### src/rtl/ntt_unswap.sv
// ntt_unswap: regroups ALU output pairs into bank writeback pairs.
//
// In transpose mode two consecutive accepted pairs (a0,b0),(a1,b1) leave as
// (a0,a1) then (b0,b1); in bypass mode each pair passes straight through.
// A stage-1 register plus LATENCY-1 further stages carry data and valid.
//
// Ports:
//   clk              clock, all state on rising edge
//   rst              synchronous active-high reset
//   i_valid          input pair valid
//   o_ready          input pair accepted when i_valid && o_ready
//   i_alu_inout_swap 1 = transpose, 0 = bypass (sampled only with no pair held)
//   i_flush          releases a half-collected pair as (h0,h1)
//   i_data0/i_data1  ALU upper/lower lane
//   o_valid          writeback pair valid
//   o_data0/o_data1  bank-0 / bank-1 writeback word
module ntt_unswap #(
  parameter int unsigned DATA_WIDTH = 64,
  parameter int unsigned LATENCY    = 1
) (
  input  logic                  clk,
  input  logic                  rst,
  input  logic                  i_valid,
  output logic                  o_ready,
  input  logic                  i_alu_inout_swap,
  input  logic                  i_flush,
  input  logic [DATA_WIDTH-1:0] i_data0,
  input  logic [DATA_WIDTH-1:0] i_data1,
  output logic                  o_valid,
  output logic [DATA_WIDTH-1:0] o_data0,
  output logic [DATA_WIDTH-1:0] o_data1
);

  typedef enum logic {StEven, StOdd} state_e;

  state_e                state_q, state_d;
  logic                  pend_q, pend_d;
  logic [DATA_WIDTH-1:0] h0_q, h0_d, h1_q, h1_d, tail_q, tail_d;

  logic                  accept;
  logic                  iss_v;
  logic [DATA_WIDTH-1:0] iss_d0, iss_d1;

  logic                  pv_q  [LATENCY];
  logic [DATA_WIDTH-1:0] pd0_q [LATENCY];
  logic [DATA_WIDTH-1:0] pd1_q [LATENCY];

  // The owed second transpose word occupies the output slot, so only a
  // bypass pair (which also needs the slot) has to be stalled.
  assign o_ready = ~(pend_q & ~i_alu_inout_swap);
  assign accept  = i_valid & o_ready;

  always_comb begin
    state_d = state_q;
    pend_d  = 1'b0;
    h0_d    = h0_q;
    h1_d    = h1_q;
    tail_d  = tail_q;
    iss_v   = 1'b0;
    iss_d0  = '0;
    iss_d1  = '0;

    // Pending is only ever set on the way back to StEven, so it never
    // competes with the StOdd issue below.
    if (pend_q) begin
      iss_v  = 1'b1;
      iss_d0 = h1_q;
      iss_d1 = tail_q;
    end

    case (state_q)
      StEven: begin
        if (accept) begin
          if (i_alu_inout_swap) begin
            h0_d    = i_data0;
            h1_d    = i_data1;
            state_d = StOdd;
          end else begin
            iss_v  = 1'b1;
            iss_d0 = i_data0;
            iss_d1 = i_data1;
          end
        end
      end
      StOdd: begin
        // Only transpose mode can reach StOdd, so the held mode is implicit
        // and the swap input is ignored here.
        if (accept) begin
          iss_v   = 1'b1;
          iss_d0  = h0_q;
          iss_d1  = i_data0;
          tail_d  = i_data1;
          pend_d  = 1'b1;
          state_d = StEven;
        end else if (i_flush) begin
          iss_v   = 1'b1;
          iss_d0  = h0_q;
          iss_d1  = h1_q;
          state_d = StEven;
        end
      end
      default: state_d = StEven;
    endcase
  end

  always_ff @(posedge clk) begin
    if (rst) begin
      state_q <= StEven;
      pend_q  <= 1'b0;
      h0_q    <= '0;
      h1_q    <= '0;
      tail_q  <= '0;
      for (int i = 0; i < int'(LATENCY); i++) begin
        pv_q[i]  <= 1'b0;
        pd0_q[i] <= '0;
        pd1_q[i] <= '0;
      end
    end else begin
      state_q  <= state_d;
      pend_q   <= pend_d;
      h0_q     <= h0_d;
      h1_q     <= h1_d;
      tail_q   <= tail_d;
      pv_q[0]  <= iss_v;
      pd0_q[0] <= iss_d0;
      pd1_q[0] <= iss_d1;
      for (int i = 1; i < int'(LATENCY); i++) begin
        pv_q[i]  <= pv_q[i-1];
        pd0_q[i] <= pd0_q[i-1];
        pd1_q[i] <= pd1_q[i-1];
      end
    end
  end

  assign o_valid = pv_q[LATENCY-1];
  assign o_data0 = pd0_q[LATENCY-1];
  assign o_data1 = pd1_q[LATENCY-1];

endmodule

### config.mk
export PLATFORM = sky130hd
export DESIGN_NAME = ntt_unswap
export DESIGN_NICKNAME = d
export VERILOG_FILES = /design/src/rtl/ntt_unswap.sv
export SDC_FILE = /design/constraint.sdc
export NUM_CORES = 1
export LEC_CHECK = 0
export BUFFER_PORTS_ARGS = -buffer_cell sky130_fd_sc_hd__clkbuf_2
export CORE_MARGIN = 2
export CORE_UTILIZATION = 60
export DETAILED_ROUTE_END_ITERATION = 6
export PLACE_DENSITY = 0.85
export REMOVE_ABC_BUFFERS = 1
export SLEW_MARGIN = 20
export SYNTH_ARGS = -nofsm -noshare
export SYNTH_HDL_FRONTEND = slang
export SYNTH_SLANG_ARGS = --single-unit
### constraint.sdc
create_clock -name clk -period 2.6 [get_ports clk]
set_input_delay 0.26 -clock clk [delete_from_list [all_inputs] [get_ports clk]]
set_output_delay 0.26 -clock clk [all_outputs]
set_load 0.01 [all_outputs]
## Yosys cells after proc, flatten, opt, wreduce, memory -nomap -nowiden

Memories as Yosys holds them, arrays and structs flattened.
Index checks and enable logic that the tools add are counted.

- Bitwise gates (word level): 5
- Multipliers: 0
- Divide/modulo/power cells: 0
- Order comparisons: 0
- Shift-type cells: 0
- Add/sub/neg operators: 0
- Equal/unequal tests: 0
- Mux-type cells: 33
- Reductions and logical operators: 6

Operators with widths:

| cell | number |
|---|---|
| two-way mux 64 bit | 12 |
| one-hot mux 64 bit (2 select lines) | 2 |
| OR reduction 64 bit | 2 |
| two-way mux 1 bit | 17 |
| one-hot mux 1 bit (2 select lines) | 2 |
| inverter 1 bit | 3 |
| AND reduction 3 bit | 1 |
| AND 1 bit | 2 |
| AND reduction 2 bit | 1 |
| OR reduction 2 bit | 1 |
| OR reduction 1 bit | 1 |

- Register bits after elaboration: 194
- Input port bits: 133
- Bits in writable memories: 129
- Output and inout port bits: 130
- Word-level logic and storage cells: 52
- Latch bits: 0
- ROM bits: 0
- Memories: 3

Memories:

| name | depth | bits a word | read ports | clocked after Yosys merged registers in | wr ports | line | source |
|---|---|---|---|---|---|---|---|
| pd0_q | 1 | 64 | 1 | 0 | 1 | 45 | `logic [DATA_WIDTH-1:0] pd0_q [LATENCY];` |
| pd1_q | 1 | 64 | 1 | 0 | 1 | 46 | `logic [DATA_WIDTH-1:0] pd1_q [LATENCY];` |
| pv_q | 1 | 1 | 1 | 0 | 1 | 44 | `logic pv_q [LATENCY];` |

## Longest topological paths before layout

Gate-level depths: netlist of the first run.

- Word-level depth: 7
- Mapped depth: 8
- Depth with buffers taken out: 4

## Worst setup path before layout of the first run

OpenSTA, ideal clock, no wires.

- Path type: register to register
- From: register state_q
- To: memory pd0_q[0][10]
- Arrival: 1.373 ns
- Library setup time: 0.091 ns
- Path buffers: 3
- Data required time: 2.509 ns
- Period minus slack after synthesis: 1.464 ns
- Setup slack: 1.136 ns
- Cell stages (with the launch flop): 8
- Cells stage by stage: dfxtp_1 > buf_4 > and2_1 > buf_2 > a21oi_4 > buf_6 > nor2_1 > a311oi_1

- Word-level cells in the longest chain between the ends: 3

RTL lines:

| item | line | source |
|---|---|---|
| from (decl) | 36 | `state_e state_q, state_d;` |
| from (signal assigned) | 108 | `state_q <= StEven;` |
| from (signal assigned) | 119 | `state_q <= state_d;` |
| inverter 1 bit (no line) | n/a |  |
| one-hot mux 64 bit (2 select lines) * | 71 | `case (state_q)` |
| two-way mux 64 bit (no line) * | n/a |  |
| to (decl) | 45 |  |

Every way passes the cells marked *; elsewhere a longest branch is shown, timed or not.

## Worst setup path in the final report of the first run

- From: register state_q
- To: register h0_q[50]

- Word-level cells in the longest chain between the ends: 2

RTL lines:

| item | line | source |
|---|---|---|
| inverter 1 bit (no line) | n/a |  |
| AND reduction 3 bit (no line) | n/a |  |
| to (signal assigned) | 110 | `h0_q <= '0;` |
| to (signal assigned) | 121 | `h0_q <= h0_d;` |
| to (decl) | 38 | `logic [DATA_WIDTH-1:0] h0_q, h0_d, h1_q, h1_d, tail_q, tail_d;` |

No other way between the ends.
A chain may end at the register's enable or synchronous reset.

==> Implementation_results.wiki, run 1 <==
{| class="wikitable"
! Metric !! Value
|-
| # resized after CTS || 0
|-
| Leakage dissipation || 0.00634 uW
|-
| Port Buf Inserts || 262
|-
| Layout Cell Area excl Fill || 16700 um2
|-
| Max-cap violations || 0
|-
| Global Route Usage Sum || 0.328
|-
| Period utilisation layout || 0.751
|-
| RSZ-0062 raised after global routing || no
|-
| Clock Pin Slew Worst Setup and Hold Paths || 0.06 ns
|-
| Final ANT Viol Nets || 0
|-
| Critical path capture point type || flop
|-
| Die area || 24500 um2
|-
| Number of standard-cell rows in the floorplan || 55
|-
| Number of search-and-repair iterations in the first detailed-routing pass || 6
|-
| Pin count of the biggest net entering global routing || 140
|-
| Highest metal layer with signal wires || met4
|-
| Initial antenna violation count || 3
|-
| Filler Cells Inserted || 1727
|-
| Synth warn || 0
|-
| Routed met3 length || 4.38 mm
|-
| Netlist area before placement || 14000 um2
|-
| Worst-case setup slack after placement || 0.636 ns
|-
| Post-DP HPWL || 24.2 mm
|-
| CTS tree || yes
|-
| I/O pin cnt || 263
|-
| Clock Tree Root || sky130_fd_sc_hd__clkbuf_16
|-
| Result of the run || finished, final reports clean
|-
| Count of final max-slew check failures || 0
|-
| Final Worst Setup Slack || 0.647 ns
|-
| Sequential fraction of the synthesis area || 0.462
|-
| Footprint of the multi-input gates || 6720 um2
|-
| Highest clock rate || 0.512 GHz
|-
| Vias in the first global route || 13200
|-
| Mean routed wirelength per cell || 18.0 um
|-
| Worst slew pin tran || 0.926 ns
|-
| Number of DRC violations after detailed routing || 0
|-
| Total power density per cell area || 683 nW/um2
|-
| Post-route insts no fill || 2315
|-
| Critical path launch point type || flop
|-
| Post-detailed-placement cell area || 15400 um2
|-
| Setup clock skew after layout || 0.00922 ns
|-
| Reg2Reg Setup Slack || 0.65 ns
|-
| Flops & latches, synth || 323
|-
| Mean area per synthesized cell || 7.72 um2
|-
| Htree depth || 2
|-
| Initial cell density of the core || 0.614
|-
| CTS Sinks || 323
|-
| Proportion of layout cells with a drive suffix above 1 || 0.184
|-
| Number of buffers created by CTS || 35
|-
| Min Clock Period, post-route || 1.95 ns
|-
| Remaining Overflow, GRT || 0
|-
| Post-synth cell types || 26
|-
| Routed length on met2 || 19.8 mm
|-
| Net total in the final layout || 2112
|-
| Number of setup violations in the final report || 0
|-
| DIE WIDTH || 157 um
|-
| CP arrival || 2.37 ns
|-
| Worst hold-check path type || input pin to flop
|-
| Post-placement cell count || 2241
|-
| Area of the core || 22800 um2
|-
| Setup Fix Bufs, Post-CTS || 0
|-
| Length of routed wiring on met1 || 15.9 mm
|-
| Largest driver fanout on the critical path || 74
|-
| Hold Violations, Final || 0
|-
| Class of the most critical setup path || flop to flop
|-
| Cell count after synthesis || 1811
|-
| DR vias || 14300
|-
| Syn-to-layout area delta || 19.2%
|-
| Number of hold buffers added after CTS || 14
|-
| DRC marker count from the first detailed-route iteration || 1614
|-
| Total routed wirelength || 41.6 mm
|-
| Wire length of the first global-routing pass || 65.8 mm
|-
| Chip Height || 157 um
|-
| CTS Buffer Depth || 3
|-
| Max_slew headroom || 0.382
|-
| Crit path required time || 3.02 ns
|-
| GPL Wtd Cong || 0.841
|-
| Post-detailed-route via-to-cell ratio || 6.17
|-
| Sequential standard cell area || 6470 um2
|-
| VDD IR-drop max || 567 uV
|-
| Clock latency of the later-clocked register in the worst-skew pair || 0.51 ns
|}
[critical path: stages (launching register included)]
cell and delay [ns]:
sky130_fd_sc_hd__dfxtp_4 0.38, sky130_fd_sc_hd__buf_4 0.49, sky130_fd_sc_hd__nand3b_1 0.30, sky130_fd_sc_hd__buf_12 0.36, sky130_fd_sc_hd__nand2_1 0.12, sky130_fd_sc_hd__a21oi_1 0.18
[cell families (layout without fill, tap and decap cells)]
| family | after synthesis | after routing | share of synthesized area |
|---|---|---|---|
| simple gates | 846 | 846 | 0.269 |
| compound gates | 454 | 454 | 0.209 |
| other cells | 0 | 2 | 0 |
| buf+inv | 188 | 377 | 0.0589 |
| flops | 323 | 323 | 0.462 |
[registers in the layout (all words and copies together) (netlist names)]
name / flops
tail_q: 64
pend_q: 1
state_q: 1
pd1_q: 64
pv_q: 1
h1_q: 64
pd0_q: 64
h0_q: 64
[synthesized netlist by cell type]
master                        n  area [um2]
sky130_fd_sc_hd__or4b_2       1        10.0
sky130_fd_sc_hd__clkbuf_1   125         469
sky130_fd_sc_hd__a2111oi_0    1        8.76
sky130_fd_sc_hd__inv_1        2        7.51
sky130_fd_sc_hd__o22ai_1      1        6.26
sky130_fd_sc_hd__nor2_1     129         484
sky130_fd_sc_hd__nand3b_1     2        15.0
sky130_fd_sc_hd__a221oi_1    63         552
sky130_fd_sc_hd__a211oi_1    63         473
sky130_fd_sc_hd__o21ai_0     64         320
sky130_fd_sc_hd__buf_4        2        15.0
sky130_fd_sc_hd__a2111oi_1    1        10.0
sky130_fd_sc_hd__a21oi_1    195         976
sky130_fd_sc_hd__nor2b_1     64         400
sky130_fd_sc_hd__o21bai_1     1        7.51
sky130_fd_sc_hd__nand2b_1     1        6.26
sky130_fd_sc_hd__and2_1       4        25.0
sky130_fd_sc_hd__dfxtp_1    323        6470
sky130_fd_sc_hd__buf_6        6        67.6
sky130_fd_sc_hd__buf_2       53         265
sky130_fd_sc_hd__a21oi_4      1        16.3
sky130_fd_sc_hd__nor3b_1     66         495
sky130_fd_sc_hd__a21o_1       1        7.51
sky130_fd_sc_hd__nand2_1    516        1940
sky130_fd_sc_hd__a311oi_1    63         552
sky130_fd_sc_hd__nor4_1      63         394
[through the flow]
| step | setup TNS (ns) | utilization | hold slack [ns] | total power [uW] |
|---|---|---|---|---|
| floorplan | -1515.87 | - | 0.329 | 5990 |
| global route | 0 | 0.732 | 0.0123 | 11700 |
| CTS | 0 | 0.732 | 0.000272 | 11400 |
| global placement | 0 | 0.676 | 0.442 | 6560 |
| finish | 0 | 0.732 | 0.00271 | 11400 |
| detailed placement | 0 | 0.676 | 0.447 | 6590 |
[final timing paths]
kind                                       startpoint                    end  cells after the start
worst min-delay path                      i_data1[55]  h1_q[55]$_SDFFE_PP0P_                      3
worst max register to register     state_q$_SDFF_PP0_  h0_q[50]$_SDFFE_PP0P_                      5
worst min register to register  h0_q[52]$_SDFFE_PP0P_  h0_q[52]$_SDFFE_PP0P_                      2
worst max-delay path               state_q$_SDFF_PP0_  h0_q[50]$_SDFFE_PP0P_                      5
[layer usage]
layer / up-vias / global-route usage
met1: 6617 / 0.417
met4: 0 / 0.159
met2: 898 / 0.540
met5: - / 0
li1: 6611 / -
met3: 156 / 0.0582
[cells in the final DEF, fill, tap and decap left out, types with 12 or more instances in the layout]
| cell type | count |
|---|---|
| sky130_fd_sc_hd__a211oi_1 | 63 |
| sky130_fd_sc_hd__a21oi_1 | 195 |
| sky130_fd_sc_hd__a221oi_1 | 63 |
| sky130_fd_sc_hd__a311oi_1 | 63 |
| sky130_fd_sc_hd__buf_12 | 14 |
| sky130_fd_sc_hd__buf_4 | 27 |
| sky130_fd_sc_hd__clkbuf_16 | 37 |
| sky130_fd_sc_hd__clkbuf_2 | 260 |
| sky130_fd_sc_hd__clkbuf_8 | 12 |
| sky130_fd_sc_hd__dfxtp_1 | 321 |
| sky130_fd_sc_hd__dlygate4sd3_1 | 14 |
| sky130_fd_sc_hd__nand2_1 | 513 |
| sky130_fd_sc_hd__nor2_1 | 129 |
| sky130_fd_sc_hd__nor2b_1 | 63 |
| sky130_fd_sc_hd__nor3b_1 | 65 |
| sky130_fd_sc_hd__nor4_1 | 63 |
| sky130_fd_sc_hd__o21ai_0 | 64 |
[cell type report]
cell class / count / area share
tap: 313 / 0.0235
inverter: 2 / 0.000450
clock buffer: 55 / 0.0668
sequential: 323 / 0.388
antenna: 2 / 0.000300
multi-input combinational: 1300 / 0.403
timing repair buffer: 317 / 0.117
clock inverter: 3 / 0.00128
[power by group]
group	internal, uW	switching (uW)	total (uW)
combinational	462	800	1260
clock	2930	1920	4850
sequential	5170	111	5280
total	8560	2830	11400
Note: power is estimated with default switching activity, not from simulation.
==> run 2: changes to the inputs <==
- CORE_UTILIZATION: 60 -> 50
- PLACE_DENSITY: 0.85 -> 0.76
- clock period: 2.6 -> 1.7 ns (I/O delays scaled with it)
==> Implementation_results.wiki, run 2 (synthesized netlist as in run 1, its figures left out) <==
{| class="wikitable"
! Metric !! Value
|-
| Initial antenna violation count || 0 (-3)
|-
| CP peak stage delay || 0.43 ns (-0.06 ns)
|-
| Combinational share of power || 0.127 (+0.016)
|-
| Port Buf Inserts || 262 (unchanged)
|-
| Fraction of power consumed by the clock network || 0.417 (-0.009)
|-
| Number of setup violations in the final report || 0 (unchanged)
|-
| Crit path required time || 2.07 ns (-0.95 ns)
|-
| Area of the core || 27600 um2 (+21%)
|-
| RSZ-0062 raised after global routing || no
|-
| Number of buffers created by CTS || 35 (unchanged)
|-
| Number of search-and-repair iterations in the first detailed-routing pass || 6 (unchanged)
|-
| Count of final max-slew check failures || 0 (unchanged)
|-
| Die area || 29300 um2 (+19%)
|-
| CP arrival || 2.02 ns (-0.35 ns)
|-
| Proportion of layout cells with a drive suffix above 1 || 0.183 (-0.00120)
|-
| Clock latency of the later-clocked register in the worst-skew pair || 0.50 ns (about the same)
|-
| Top library cells by usage in the layout, fill and taps aside || sky130_fd_sc_hd__nand2_1 (513), sky130_fd_sc_hd__dfxtp_1 (321), sky130_fd_sc_hd__clkbuf_2 (260)
|-
| Highest clock rate || 0.606 GHz (+18%)
|-
| Final ANT Viol Nets || 0 (unchanged)
|-
| Worst r2r dst || pd0_q[0][12]$_SDFF_PP0_
|-
| M1 GR Usage || 0.385 (-0.0326)
|-
| Post-detailed-route via-to-cell ratio || 5.81 (-5.8%)
|-
| Min Clock Period, post-route || 1.65 ns (-0.302 ns)
|-
| Worst Setup EP || pd0_q[0][12]$_SDFF_PP0_
|-
| I/O pin cnt || 263 (unchanged)
|-
| Post-DP HPWL || 25.9 mm (+6.8%)
|-
| Hold Violations, Final || 0 (unchanged)
|-
| CTS tree || yes
|-
| GPL Wtd Cong || 0.828 (-1.6%)
|-
| Filler Cells Inserted || 2234 (+29%)
|-
| Setup Fix Bufs, Post-CTS || 0 (unchanged)
|-
| Met3 Resource Use GR || 0.0433 (-0.0149)
|-
| Clock Pin Slew Worst Setup and Hold Paths || 0.06 ns (about the same)
|-
| Leakage dissipation || 0.00698 uW (+10%)
|-
| Net total in the final layout || 2248 (+6.4%)
|-
| Period utilisation layout || 0.971 (+0.220)
|-
| Result of the run || finished, final reports clean
|-
| Max-cap violations || 0 (unchanged)
|-
| Design internal power || 13200 uW (+55%)
|-
| Global Route Usage Sum || 0.296 (-0.0323)
|-
| Core utilization of the finished layout || 0.660 (-0.0719)
|-
| Worst hold-check path type || input pin to flop
|-
| Worst slew pin tran || 0.558 ns (-0.368 ns)
|-
| Met2 Resource Use GR || 0.495 (-0.0456)
|-
| Number of DRC violations after detailed routing || 0 (unchanged)
|-
| DIE WIDTH || 171 um (+9.3%)
|-
| VDD IR-drop max || 720 uV (+27%)
|-
| Vias in the first global route || 13800 (+4.6%)
|-
| Total power density per cell area || 970 nW/um2 (+42%)
|-
| Remaining Overflow, GRT || 0 (unchanged)
|-
| Post-placement cell count || 2328 (+3.9%)
|-
| Reg2Reg Setup Slack || 0.05 ns (-0.60 ns)
|-
| Class of the most critical setup path || flop to flop
|-
| Chip Height || 171 um (+9.3%)
|-
| Post-route insts no fill || 2517 (+8.7%)
|-
| DR vias || 14600 (+2.5%)
|-
| Htree depth || 2 (unchanged)
|-
| CTS Sinks || 323 (unchanged)
|-
| Reg2Reg Depth || 5 (unchanged)
|-
| Setup clock skew after layout || 0.00884 ns (-0.000373 ns)
|-
| Proportion of power drawn by flip-flops and latches || 0.456 (-0.007)
|-
| Critical Path Most Common Cell || sky130_fd_sc_hd__buf_4
|-
| Critical path launch point type || flop
|-
| Wire length of the first global-routing pass || 70.4 mm (+6.9%)
|-
| Total routed wirelength || 44.6 mm (+7.0%)
|-
| Pin count of the biggest net entering global routing || 115 (-18%)
|-
| Largest driver fanout on the critical path || 18 (-76%)
|-
| CTS Buffer Depth || 3 (unchanged)
|-
| R2R Path Start || pend_q$_SDFF_PP0_
|-
| Syn-to-layout area delta || 30.4%
|-
| Net switching power of the design || 4470 uW (+58%)
|-
| DRC marker count from the first detailed-route iteration || 1460 (-9.5%)
|-
| Commonest non-fill, non-tap cell in the layout || sky130_fd_sc_hd__nand2_1
|-
| Critical path capture point type || flop
|-
| Most used routing layer in global routing || met2
|-
| Switch share || 0.253 (+0.00393)
|-
| Worst-path cell chain || buf_4 > nor2b_4 > buf_4 > o21ai_0 > a311oi_1
|-
| Number of standard-cell rows in the floorplan || 61 (+11%)
|-
| Mean routed wirelength per cell || 17.7 um (-1.5%)
|-
| Clock Tree Root || sky130_fd_sc_hd__clkbuf_16
|-
| Cell with the largest stage delay on the worst path || sky130_fd_sc_hd__a311oi_1
|-
| Max_slew headroom || 0.628 (+0.246)
|-
| Initial cell density of the core || 0.506 (-0.108)
|-
| Setup crit start || pend_q$_SDFF_PP0_
|-
| Number of diodes added for antenna fixing || 0 (-2)
|}
==> run 2: cell types whose count changed in the layout (fill, tap and decap cells not counted), sizes merged, moves of 2 or more <==
| cell | delta |
|---|---|
| diode | -2 |
| buf | +22 |
| dlygate4sd3 | +114 |
| clkinv | +2 |
==> run 2: worst min path at each step <==
stage | to | slack (ns) | cells after the start | start
after detailed placement | h1_q[38]$_SDFFE_PP0P_ | 0.43 | 3 | i_data1[38]
after floorplan | h0_q[0]$_SDFFE_PP0P_ | 0.24 | 1 | rst
after global placement | h0_q[2]$_SDFFE_PP0P_ | 0.42 | 3 | i_data0[2]
final | state_q$_SDFF_PP0_ | 0.02 | 3 | i_flush
after global routing | state_q$_SDFF_PP0_ | 0.04 | 3 | i_flush
after CTS | state_q$_SDFF_PP0_ | 0.02 | 3 | i_flush
==> run 2: cell type report <==
class	count	area (um2)	share of cell area
timing repair buffer	453	3440	0.189
sequential	323	6470	0.355
inverter	2	7.51	0.000412
clock inverter	5	27.5	0.00151
multi-input combinational	1300	6730	0.369
tap	378	473	0.0259
clock buffer	56	1090	0.0596
==> run 2: power groups by stage <==
stage	registers [uW]	clock network, uW	logic (uW)
floorplan	8320	0	848
global placement	8230	0	1920
detailed placement	8230	0	1950
global route	8110	7760	2430
finish	8080	7380	2240
CTS	8070	7470	2200
==> run 2: timing repair <==
action / CTS / global route
hold endpoints to repair: 193 / 0
gates resized for setup: 1 / 3
hold buffers: 128 / 0
cloned: 0 / 0
setup endpoints to repair: 1 / 10
==> run 2: critical path, delay by kind of cell (launching register included) <==
family                 cells  cell delay (ns)
DFF                        1             0.36
buffers and inverters      2             0.42
and+or+nand+nor            1             0.16
AOI/OAI and AO/OA          2             0.57
==> run 2: layer usage <==
layer,part of all wire,up-vias
met2,0.47,781
met5,0,-
met3,0.087,119
li1,-,6877
met1,0.41,6857
met4,0.032,0
==> run 2: through the flow <==
step | power [uW] | cell area (um2) | setup WS (ns) | hold WS [ns] | TNS, ns
final | 17700 | 18200 | 0.0490 | 0.0224 | 0
after global routing | 18300 | 18200 | 0.000959 | 0.0394 | 0
after CTS | 17700 | 18200 | 0.0657 | 0.0201 | 0
after detailed placement | 10200 | 15800 | -0.0104 | 0.427 | -0.0104
after global placement | 10100 | 15800 | 0.0382 | 0.420 | 0
after floorplan | 9160 | 13200 | -7.46 | 0.239 | -1807.38
